$ cat src/rtl/alu_seq_pkg.sv
// Shared widths, ALU op codes and sequencer FSM states for the ALU command sequencer.
package alu_seq_pkg;

    localparam int unsigned DATA_W = 8;
    localparam int unsigned SEL_W  = 2;

    typedef enum logic [SEL_W-1:0] {
        OP_ADD = 2'b00,
        OP_MUL = 2'b01,
        OP_XOR = 2'b10,
        OP_SHL = 2'b11
    } alu_op_e;

    typedef enum logic [1:0] {
        IDLE,
        ISSUE,
        HOLD
    } state_e;

endpackage

$ cat src/rtl/alu_cmd_fifo.sv
// Synchronous command FIFO: registered pointers and occupancy count, full/empty flags.
module alu_cmd_fifo #(
    parameter int unsigned WIDTH = 18,
    parameter int unsigned DEPTH = 4
) (
    input  logic             clk,
    input  logic             rst_n,
    input  logic             push,
    input  logic [WIDTH-1:0] push_data,
    input  logic             pop,
    output logic [WIDTH-1:0] pop_data,
    output logic             full,
    output logic             empty
);

    localparam int unsigned PTR_W = (DEPTH > 1) ? $clog2(DEPTH) : 1;

    logic [WIDTH-1:0] mem_q [DEPTH];
    logic [PTR_W-1:0] wr_ptr_q, wr_ptr_d;
    logic [PTR_W-1:0] rd_ptr_q, rd_ptr_d;
    logic [PTR_W:0]   count_q, count_d;
    logic             do_push, do_pop;

    assign full     = (count_q == (PTR_W+1)'(DEPTH));
    assign empty    = (count_q == '0);
    assign pop_data = mem_q[rd_ptr_q];

    // Pointers wrap on their natural width because DEPTH is a power of two.
    always_comb begin
        do_push  = push && !full;
        do_pop   = pop && !empty;
        wr_ptr_d = wr_ptr_q;
        rd_ptr_d = rd_ptr_q;
        count_d  = count_q;
        if (do_push) begin
            wr_ptr_d = wr_ptr_q + 1'b1;
        end
        if (do_pop) begin
            rd_ptr_d = rd_ptr_q + 1'b1;
        end
        unique case ({do_push, do_pop})
            2'b10:   count_d = count_q + 1'b1;
            2'b01:   count_d = count_q - 1'b1;
            default: count_d = count_q;
        endcase
    end

    always_ff @(posedge clk) begin
        if (!rst_n) begin
            wr_ptr_q <= '0;
            rd_ptr_q <= '0;
            count_q  <= '0;
        end else begin
            wr_ptr_q <= wr_ptr_d;
            rd_ptr_q <= rd_ptr_d;
            count_q  <= count_d;
        end
    end

    always_ff @(posedge clk) begin
        if (do_push) begin
            mem_q[wr_ptr_q] <= push_data;
        end
    end

endmodule

$ cat src/rtl/alu_cmd_sequencer.sv
// Queues ALU commands and issues them one at a time, holding each result until accepted.
// Optional accumulator operand feature enabled by defining ALU_SEQ_ACCUM_EN.
module alu_cmd_sequencer
    import alu_seq_pkg::*;
#(
    parameter int unsigned FIFO_DEPTH = 4
) (
    input  logic        clk,
    input  logic        rst_n,
    input  logic        cmd_valid,
    output logic        cmd_ready,
    input  logic [7:0]  cmd_a,
    input  logic [7:0]  cmd_b,
    input  logic [1:0]  cmd_sel,
    input  logic        cmd_use_acc,
    output logic [7:0]  alu_a,
    output logic [7:0]  alu_b,
    output logic [1:0]  alu_sel,
    input  logic [7:0]  alu_out,
    input  logic        alu_carry,
    input  logic        alu_zero,
    output logic        res_valid,
    input  logic        res_ready,
    output logic [7:0]  res_data,
    output logic        res_carry,
    output logic        res_zero,
    output logic        busy
);

`ifdef ALU_SEQ_ACCUM_EN
    localparam int unsigned CMD_W = 2*DATA_W + SEL_W + 1;
`else
    localparam int unsigned CMD_W = 2*DATA_W + SEL_W;
`endif

    state_e              state_q, state_d;
    logic [DATA_W-1:0]   a_q, a_d, b_q, b_d;
    logic [SEL_W-1:0]    sel_q, sel_d;
    logic [DATA_W-1:0]   res_data_q, res_data_d;
    logic                res_carry_q, res_carry_d;
    logic                res_zero_q, res_zero_d;
    logic                res_valid_q, res_valid_d;
    logic                load_next;

    logic [CMD_W-1:0]    fifo_din, fifo_dout;
    logic                fifo_push, fifo_pop, fifo_full, fifo_empty;
    logic [DATA_W-1:0]   head_a, head_b;
    logic [SEL_W-1:0]    head_sel;

`ifdef ALU_SEQ_ACCUM_EN
    logic [DATA_W-1:0]   acc_q, acc_d;
    logic                head_use_acc;
    assign fifo_din = {cmd_a, cmd_b, cmd_sel, cmd_use_acc};
    assign {head_a, head_b, head_sel, head_use_acc} = fifo_dout;
`else
    logic                unused_use_acc;
    assign unused_use_acc = cmd_use_acc;
    assign fifo_din = {cmd_a, cmd_b, cmd_sel};
    assign {head_a, head_b, head_sel} = fifo_dout;
`endif

    assign cmd_ready = rst_n && !fifo_full;
    assign fifo_push = cmd_valid && cmd_ready;

    alu_cmd_fifo #(
        .WIDTH (CMD_W),
        .DEPTH (FIFO_DEPTH)
    ) u_fifo (
        .clk       (clk),
        .rst_n     (rst_n),
        .push      (fifo_push),
        .push_data (fifo_din),
        .pop       (fifo_pop),
        .pop_data  (fifo_dout),
        .full      (fifo_full),
        .empty     (fifo_empty)
    );

    always_comb begin
        state_d     = state_q;
        a_d         = a_q;
        b_d         = b_q;
        sel_d       = sel_q;
        res_data_d  = res_data_q;
        res_carry_d = res_carry_q;
        res_zero_d  = res_zero_q;
        res_valid_d = res_valid_q;
        load_next   = 1'b0;
        fifo_pop    = 1'b0;
`ifdef ALU_SEQ_ACCUM_EN
        acc_d       = acc_q;
`endif
        unique case (state_q)
            IDLE: begin
                if (!fifo_empty) begin
                    load_next = 1'b1;
                    state_d   = ISSUE;
                end
            end
            ISSUE: begin
                res_data_d  = alu_out;
                res_carry_d = alu_carry;
                res_zero_d  = alu_zero;
                res_valid_d = 1'b1;
                state_d     = HOLD;
`ifdef ALU_SEQ_ACCUM_EN
                acc_d       = alu_out;
`endif
            end
            HOLD: begin
                if (res_ready) begin
                    res_valid_d = 1'b0;
                    if (!fifo_empty) begin
                        load_next = 1'b1;
                        state_d   = ISSUE;
                    end else begin
                        state_d = IDLE;
                    end
                end
            end
            default: state_d = IDLE;
        endcase

        // acc_q already holds the previous capture when the next command is popped.
        if (load_next) begin
            fifo_pop = 1'b1;
            a_d      = head_a;
            b_d      = head_b;
            sel_d    = head_sel;
`ifdef ALU_SEQ_ACCUM_EN
            if (head_use_acc) begin
                a_d = acc_q;
            end
`endif
        end
    end

    always_ff @(posedge clk) begin
        if (!rst_n) begin
            state_q     <= IDLE;
            a_q         <= '0;
            b_q         <= '0;
            sel_q       <= '0;
            res_data_q  <= '0;
            res_carry_q <= 1'b0;
            res_zero_q  <= 1'b0;
            res_valid_q <= 1'b0;
`ifdef ALU_SEQ_ACCUM_EN
            acc_q       <= '0;
`endif
        end else begin
            state_q     <= state_d;
            a_q         <= a_d;
            b_q         <= b_d;
            sel_q       <= sel_d;
            res_data_q  <= res_data_d;
            res_carry_q <= res_carry_d;
            res_zero_q  <= res_zero_d;
            res_valid_q <= res_valid_d;
`ifdef ALU_SEQ_ACCUM_EN
            acc_q       <= acc_d;
`endif
        end
    end

    assign alu_a     = a_q;
    assign alu_b     = b_q;
    assign alu_sel   = sel_q;
    assign res_data  = res_data_q;
    assign res_carry = res_carry_q;
    assign res_zero  = res_zero_q;
    assign res_valid = res_valid_q;
    assign busy      = !fifo_empty || (state_q != IDLE);

endmodule

$ cat config.mk
export PLATFORM = sky130hd
export DESIGN_NAME = alu_cmd_sequencer
export DESIGN_NICKNAME = d
export VERILOG_FILES = /design/src/rtl/alu_seq_pkg.sv /design/src/rtl/alu_cmd_fifo.sv /design/src/rtl/alu_cmd_sequencer.sv
export SDC_FILE = /design/constraint.sdc
export NUM_CORES = 1
export LEC_CHECK = 0
export BUFFER_PORTS_ARGS = -buffer_cell sky130_fd_sc_hd__buf_4
export CAP_MARGIN = 20
export CORE_UTILIZATION = 60
export CTS_CLUSTER_DIAMETER = 150
export DETAILED_ROUTE_END_ITERATION = 10
export PLACE_DENSITY = 0.84
export SYNTH_ARGS = -nofsm -noshare
export SYNTH_HDL_FRONTEND = slang
export SYNTH_SLANG_ARGS = --single-unit
$ cat constraint.sdc
create_clock -name clk -period 6.3 [get_ports clk]
set_input_delay 0.945 -clock clk [delete_from_list [all_inputs] [get_ports clk]]
set_output_delay 0.945 -clock clk [all_outputs]
set_load 0.02 [all_outputs]
# Word-level counts from Yosys, hierarchy flattened
# Memory sizes are Yosys's and may differ from the RTL's. A register that Yosys moved wholly into a read port is not among the register bits.
# Cells that the tools add are included.
[totals]
ramBits = 72
wordCells = 48
mem_count = 1
output_inout_bits = 31
register_bits = 20
input_bits = 33
[op_classes]
n_mux = 13
n_reduce_logical = 15
add_sub_neg = 4
eq_ne = 7
[memory_table]
columns = ["name", "depth", "word_bits", "rd", "rd_clocked_by_memory_dff", "write_ports", "line_no", "source"]
rows = [
  ["u_fifo.mem_q", 4, 18, 1, 1, 1, "alu_cmd_fifo.sv:18", "logic [WIDTH-1:0] mem_q [DEPTH];"],
]
[ops]
columns = ["operator", "n"]
rows = [
  ["2-to-1 mux 1 bit", 7],
  ["case mux 2 bit (3 select lines)", 1],
  ["case mux 3 bit (2 select lines)", 1],
  ["nonzero test 2 bit", 3],
  ["adder 2 x 1 -> 2 bit (second input constant)", 2],
  ["equality test 2 x 1 -> 1 bit (second input constant)", 2],
  ["equality test 2 bit (second input constant)", 2],
  ["logical AND 1 bit", 4],
  ["2-to-1 mux 2 bit", 2],
  ["!= test 2 bit (second input constant)", 2],
  ["case mux 1 bit (2 select lines)", 2],
  ["AND reduction 2 bit", 2],
  ["adder 3 x 1 -> 3 bit (second input constant)", 1],
  ["equality test 3 bit (second input constant)", 1],
  ["logical NOT 1 bit", 3],
  ["logical NOT 3 bit", 1],
  ["subtractor 3 x 1 -> 3 bit (second input constant)", 1],
  ["logical NOT 2 bit", 1],
  ["logical OR 1 bit", 1],
]

# Depth between registers and ports, before layout
# Gate-level depths: netlist of the first run.
[depth]
ltp_word = 8
ltp_mapped = 9
depth_no_buf = 9

# Hierarchy
# From an unflattened synthesis of the first run, not the netlist that was laid out.
[hier_totals]
hier_cells = 285
area_unflattened_um2 = 4350.4
[modules_own_cells]
columns = ["module", "cells_each", "n_inst", "area_each_um2", "seq_area_each_um2"]
rows = [
  ["alu_cmd_fifo", 148, 1, 3103.0, 2342.2],
  ["alu_cmd_sequencer", 137, 1, 1247.4, 620.6],
]

# Worst setup path before layout of the first run
# No wires, ideal clock.
[synth_path]
path_kind = "input to register"
start = "input res_ready"
end = "register u_fifo.count_q[2]"
stages = 9
t_arrival_ns = 2.814
n_path_buf = 1
setup_slack_ns = 3.415
cell_sequence = "nor2b_1 > nor3_2 > buf_2 > ha_1 > inv_1 > fa_1 > xor2_1 > or3_1 > a21oi_1"
[synth_between]
elab_chain_cells = 6
elab_cells_between_ends = 8
classes_between = "eq/ne (2); mux (4); reduce/logical (2)"
[synth_rtl]
columns = ["element", "line_no", "source"]
rows = [
  ["from (decl)", "alu_cmd_sequencer.sv:23", "input logic res_ready,"],
  ["2-to-1 mux 1 bit *", "alu_cmd_sequencer.sv:111", "if (res_ready) begin"],
  ["case mux 1 bit (2 select lines) *", "alu_cmd_sequencer.sv:93", "unique case (state_q)"],
  ["2-to-1 mux 1 bit *", "alu_cmd_sequencer.sv:125", "if (load_next) begin"],
  ["logical AND 1 bit *", "alu_cmd_fifo.sv:31", "do_pop = pop && !empty;"],
  ["net u_fifo.do_pop", "alu_cmd_fifo.sv:22", "logic do_push, do_pop;"],
  ["equality test 2 x 1 -> 1 bit / equality test 2 bit (equally long branches)", "alu_cmd_fifo.sv:41", "unique case ({do_push, do_pop})"],
  ["case mux 3 bit (2 select lines) / nonzero test 2 bit (equally long branches)", "n/a", ""],
  ["to (signal assigned)", "alu_cmd_fifo.sv:56", "count_q <= count_d;"],
  ["to (decl)", "alu_cmd_fifo.sv:21", "logic [PTR_W:0] count_q, count_d;"],
]
# Mark *: on every way through the listed nets, which the timed path passes. The rest lies on a longest branch.
# A chain may end at the register's enable or synchronous reset.

# Worst setup path in the final report of the first run
[layout_path]
start = "input rst_n"
end = "memory u_fifo.mem_q[1][17], enable pin"
[layout_between]
elab_chain_cells = 5
[layout_rtl]
columns = ["element", "line_no", "source"]
rows = [
  ["from (decl)", "alu_cmd_sequencer.sv:9", "input logic rst_n,"],
  ["logical AND 1 bit", "alu_cmd_sequencer.sv:62", "assign cmd_ready = rst_n && !fifo_full;"],
  ["logical AND 1 bit", "alu_cmd_sequencer.sv:63", "assign fifo_push = cmd_valid && cmd_ready;"],
  ["logical AND 1 bit", "alu_cmd_fifo.sv:30", "do_push = push && !full;"],
  ["2-to-1 mux 1 bit", "alu_cmd_fifo.sv:61", "if (do_push) begin"],
  ["2-to-1 mux 1 bit (not written as such)", "alu_cmd_fifo.sv:62", "mem_q[wr_ptr_q] <= push_data;"],
  ["to (decl)", "alu_cmd_fifo.sv:18", ""],
]
# Every way passes these cells.

==> results.txt, run 1 <==
status: finished with violations
violated checks: DRC
global-route wire length before repair: 11,500 um
Final setup viols: 0
Area contributors post-synth: edfxtp_1, dfxtp_1, mux4_2
DRT iter0 DRCs: 142
drt total wl: 7200 um
Post-CTS Resized: 0
Pleak: 0.00170 uW
Hold-fix buffers, CTS: 0
Reg2Reg Launch Point: u_fifo.count_q[0]
sequential area share after synthesis: 71.0%
CP Capture Type: flop
Final period util: 48.1%
syn nets: 300
Setup Skew: 11.4 ps
worst path arrival time: 3010 ps
R2R cell count: 3
crit path to: u_fifo.mem_q[1][17]
final hold slack: 458 ps
Die Width: 84.8 um
Critical Path RT: 6290 ps
Nets: 364
cts bufs inserted: 9
CP Launch Point: rst_n
Final Hold Fails: 0
flops & latches, synth: 110
Clock Path Buffers: 2
crit-path cells: buf_4, inv_2, a211oi_1, and2_1
Mapped Area: 0.00411 sq mm
Post-route DRC: 9
Post-Layout Cell Count: 407
Worst Setup Path Type: primary input to flop
Least-Margin Pin Slew: 985 ps
unique cell type count in the Yosys netlist: 29
Boundary Pins: 64
# Max-Cap Violations: 0
largest stage delay on the critical path: 880 ps
CTS tree: done
yosys warns: 0
Mean Syn Cell Area: 15.8 sq um
Hold Path Class: flop to flop
Worst R2R End: u_fifo.mem_q[1][17]
Slew headroom: 34.4%
post-placement cell count: 390
startpoint types: primary input
Yosys top cell area share: 52.6%
Worst-Skew Late Latency: 360 ps
Initial Util: 63.3%
initial antenna violation count: 0
hold path start: res_data[0]
clk slew on worst S/H paths: 90 ps
min Tclk post-route: 3030 ps
Tot Pwr: 1950 uW
Overflow after GRT: 0
pwr/cell area: 405 mW/mm^2
Die Height: 84.8 um
final core occ: 74.2%
Vias/cell: 5.67
vias: 2,309
post-route ant nets: 0
Sink Count: 110
CP max stage cell: and2_1
WL/cell: 17.7 um
Setup TNS: 0 ps
area grow syn2layout: 17.2%
Worst R2R Setup Slack: 3840 ps
fin. max-slew vios: 0
Worst VDD drop: 0.182 mV
H-Tree Depth: 3
First-pass DRT Iterations: 11
RePlAce Congestion: 0.709
Synth area leader: edfxtp_1
DP HPWL: 4650 um
largest net degree at the start of global routing: 24
layout cell share with drive strength beyond 1: 31.2%
setup repair bufs after CTS: 0
ant diodes: 0
root buf cell: clkbuf_8
I/O Buffers: 62
RSZ-0062 raised after global routing: false
vias in the first global route: 2,417
die area: 0.00719 sq mm
WHS Path Cells: 2
Peak Freq: 0.330 GHz
core area: 0.00649 sq mm
GR Util All Layers: 22.0%
Cell Rows: 29
Syn Inst Count: 261
Critical Path Fanout Max: 23
cell families after synthesis:
family          count (synthesis)  share of synthesized area [%]
compound gates                 37                           6.27
xor+xnor                        2                          0.426
fa+ha+maj                       6                           2.01
buf+inv                        21                           2.13
flops                         110                           71.0
mux                            21                           10.6
simple gates                   64                           7.54
cell usage in the layout (no fill, tap or decap), drive strengths merged:
cell type / count
fa: 1
a21oi: 15
a211oi: 1
nand2b: 2
o21ai: 2
or3b: 1
nor4b: 1
mux2i: 3
clkbuf: 9
dfxtp: 38
or3: 1
clkinv: 4
buf: 65
xor2: 2
o31ai: 1
o2bb2ai: 18
clkinvlp: 1
mux4: 18
nor3: 2
nor2: 6
inv: 11
edfxtp: 72
nor2b: 2
nand2: 42
and2: 4
or4: 1
nand3b: 1
ha: 5
nor4: 1
synthesized netlist by cell type:
cell        n
or4_1       1
xor2_1      2
or3_1       1
nor4b_1     1
and2_1      4
nand3b_1    1
mux2i_1     3
inv_2       1
mux4_2     18
or3b_2      1
o31ai_1     1
fa_1        1
ha_1        5
a21oi_1    15
nor2b_1     2
a211oi_1    1
nand2b_1    2
buf_2       4
dfxtp_1    38
nand2_1    42
nor3_2      2
nor2_1      6
buf_4       1
clkbuf_1    7
nor4_4      1
o21ai_0     2
edfxtp_1   72
o2bb2ai_1  18
inv_1       8
worst min-delay path by stage:
stage                              end  slack [ps]
floorplan           u_fifo.wr_ptr_q[1]         470
detailed placement         res_data[1]         450
global route               res_data[0]         490
CTS                        res_data[2]         460
finish                     res_data[0]         460
global placement              res_zero         440
registers in the layout (all words and copies together) (netlist names):
signal           cells
res_valid            1
u_fifo.wr_ptr_q      2
state_q              2
alu_sel              2
u_fifo.mem_q        72
u_fifo.count_q       3
res_data             8
u_fifo.rd_ptr_q      2
alu_b                8
res_carry            1
alu_a                8
res_zero             1
final cells by class:
cell class	instances	area, sq um
inverter	9	33.8
fill	408	1680
timing repair buffer	65	492
multi-input combinational	130	1100
sequential	110	2920
clock buffer	9	124
tap	77	96.3
clock inverter	7	47.5
critical path: cells and delay by family:
| kind | cells | cell delay (ps) |
|---|---|---|
| buffers and inverters | 2 | 480 |
| AND/OR/NAND/NOR | 1 | 880 |
| AO/OA/AOI/OAI | 1 | 690 |
per-layer routing:
metal	routed length (um)	share of wire, %	global-route usage [%]
met1	2820	39	25.6
met2	3730	52	37.3
met3	459	6.4	5.11
met4	194	2.7	13.4
met5	0	0	0
per-stage QoR:
step,setup WS [ps],instance area [sq um]
after CTS,3250,4810
after detailed placement,2860,4640
after global routing,3070,4820
final,3270,4820
after floorplan,3420,4110
after global placement,2910,4640
where the power goes:
part	switching, uW	total [uW]	internal (uW)	leakage, uW
clock network	228	372	145	0.0000874
logic	334	606	272	0.000650
registers	80.7	972	891	0.000965
total	642	1950	1310	0.00170
No activity file was read; power rests on OpenSTA's default activity.
==> run 2, diff against run 1 <==
- CORE_UTILIZATION: 60 -> 50
- PLACE_DENSITY: 0.84 -> 0.74
- clock period: 6.3 -> 2.5 ns (I/O delays scaled with it)
==> run 2 against run 1 <==
  * The run now ends clean
  * Cell count is 8.6% higher
  * Wire length down 2.7%
  * Non-clock buffer count increased by 10
  * Clock power rose to 2.7 times the previous value
  * Flip-flop and latch count stayed put
  * Count of clock-buffer cells in the layout is the same
  * Clock skew is 1.2 ps lower
  * Register-to-register slack got worse by 3400 ps
  * Setup slack worse by 2800 ps
  * Combinational power grew to 2.6 times the previous value
  * Die area increased by 19%
  * First-iteration DRC count down 64%
  * Largest power group unchanged
==> results.txt, run 2 (same netlist as run 1, synthesis figures left out) <==
fin. max-slew vios: 0
root buf cell: clkbuf_8
vias in the first global route: 2,262
First-pass DRT Iterations: 4
RSZ-0062 raised after global routing: false
status: finished clean
Nets: 374
initial antenna violation count: 0
Post-CTS Resized: 0
Hold Path Class: primary input to flop
startpoint types: flop
drt total wl: 7010 um
Setup TNS: 0 ps
setup repair bufs after CTS: 0
Critical Path RT: 2800 ps
area grow syn2layout: 21.0%
die area: 0.00859 sq mm
Overflow after GRT: 0
R2R cell count: 8
Least-Margin Pin Slew: 716 ps
core area: 0.00785 sq mm
Buf/Inv on CP: 1
Slew headroom: 52.1%
Cell Rows: 32
pwr/cell area: 1000 mW/mm^2
DP HPWL: 4540 um
Reg2Reg Launch Point: u_fifo.count_q[2]
global-route wire length before repair: 11,000 um
final core occ: 63.4%
RePlAce Congestion: 0.697
WHS Path Cells: 1
crit-path cells: nor3_2, nor3_2, ha_1, inv_1, fa_1, xor2_1, or3_1, a21oi_1
Peak Freq: 0.485 GHz
cts bufs inserted: 9
most frequent cells in the layout: buf_4, edfxtp_1, nand2_1
layout cell share with drive strength beyond 1: 33.2%
Worst R2R Setup Slack: 440 ps
clk slew on worst S/H paths: 110 ps
Critical Path Fanout Max: 6
Final setup viols: 0
family with the most delay on the worst path: simple AND/OR/NAND/NOR gates
H-Tree Depth: 3
Clock Path Buffers: 2
Worst-Skew Late Latency: 360 ps
Sink Count: 110
Post-route DRC: 0
most frequent cell on the critical path: nor3_2
ant diodes: 0
vias: 2,302
largest register by flop count: u_fifo.mem_q
min Tclk post-route: 2060 ps
hold path start: cmd_b[6]
Final period util: 82.5%
Pleak: 0.00177 uW
largest net degree at the start of global routing: 23
# Max-Cap Violations: 0
Hold-fix buffers, CTS: 0
Vias/cell: 5.21
GR Util All Layers: 17.7%
fillers: 598
Worst VDD drop: 0.406 mV
Tot Pwr: 4990 uW
Largest register FFs: 72
Post-Layout Cell Count: 442
Worst Hold End: u_fifo.mem_q[3][8]
Worst R2R End: u_fifo.count_q[2]
WL/cell: 15.9 um
Die Height: 92.7 um
Initial Util: 52.4%
DRT iter0 DRCs: 51
post-route ant nets: 0
Setup Skew: 10.2 ps
Boundary Pins: 64
post-placement cell count: 426
worst path arrival time: 2360 ps
Die Width: 92.7 um
I/O Buffers: 62
Worst Setup Path Type: flop to flop
final hold slack: 203 ps
largest stage delay on the critical path: 420 ps
Final Hold Fails: 0
CTS tree: done
CP Capture Type: flop
CP max stage cell: dfxtp_1
-- run 2: report_power, final --
group / leakage (uW) / switching [uW] / internal (uW)
registers: 0.000965 / 169 / 2240
logic: 0.000710 / 864 / 717
clock network: 0.0000954 / 614 / 384
-- run 2: metrics by stage --
stage          setup WS, ps  area (sq um)
6_report                438          4980
5_1_grt                 289          4980
4_1_cts                 427          4980
3_5_place_dp            434          4790
3_3_place_gp            493          4790
2_1_floorplan           133          4110
-- run 2: worst max-delay path by stage --
| stage | depth (start not counted) | end | start | slack [ps] |
|---|---|---|---|---|
| floorplan | 9 | u_fifo.count_q[2] | state_q[1] | 130 |
| global placement | 9 | u_fifo.count_q[2] | res_ready | 490 |
| detailed placement | 9 | u_fifo.count_q[2] | res_ready | 430 |
| CTS | 8 | u_fifo.count_q[2] | u_fifo.count_q[2] | 430 |
| global route | 8 | u_fifo.count_q[2] | u_fifo.count_q[2] | 290 |
| finish | 8 | u_fifo.count_q[2] | u_fifo.count_q[2] | 440 |
-- run 2: cell type report --
type	instances	area (sq um)	share of cell area, %
Sequential cell	110	2920	58.7
Multi-Input combinational cell	130	1100	22.2
Timing Repair Buffer	75	601	12.1
Tap cell	102	128	2.56
Clock buffer	9	124	2.49
Clock inverter	7	63.8	1.28
Inverter	9	33.8	0.679
-- run 2: per-layer routing --
| layer | global-route usage, % | share of wire, % | vias up |
|---|---|---|---|
| met5 | 0 | 0 | - |
| met4 | 8.85 | 1.8 | 0 |
| met3 | 3.04 | 3.9 | 11 |
| met2 | 29.8 | 51 | 54 |
| met1 | 22.0 | 44 | 1106 |
| li1 | - | - | 1131 |
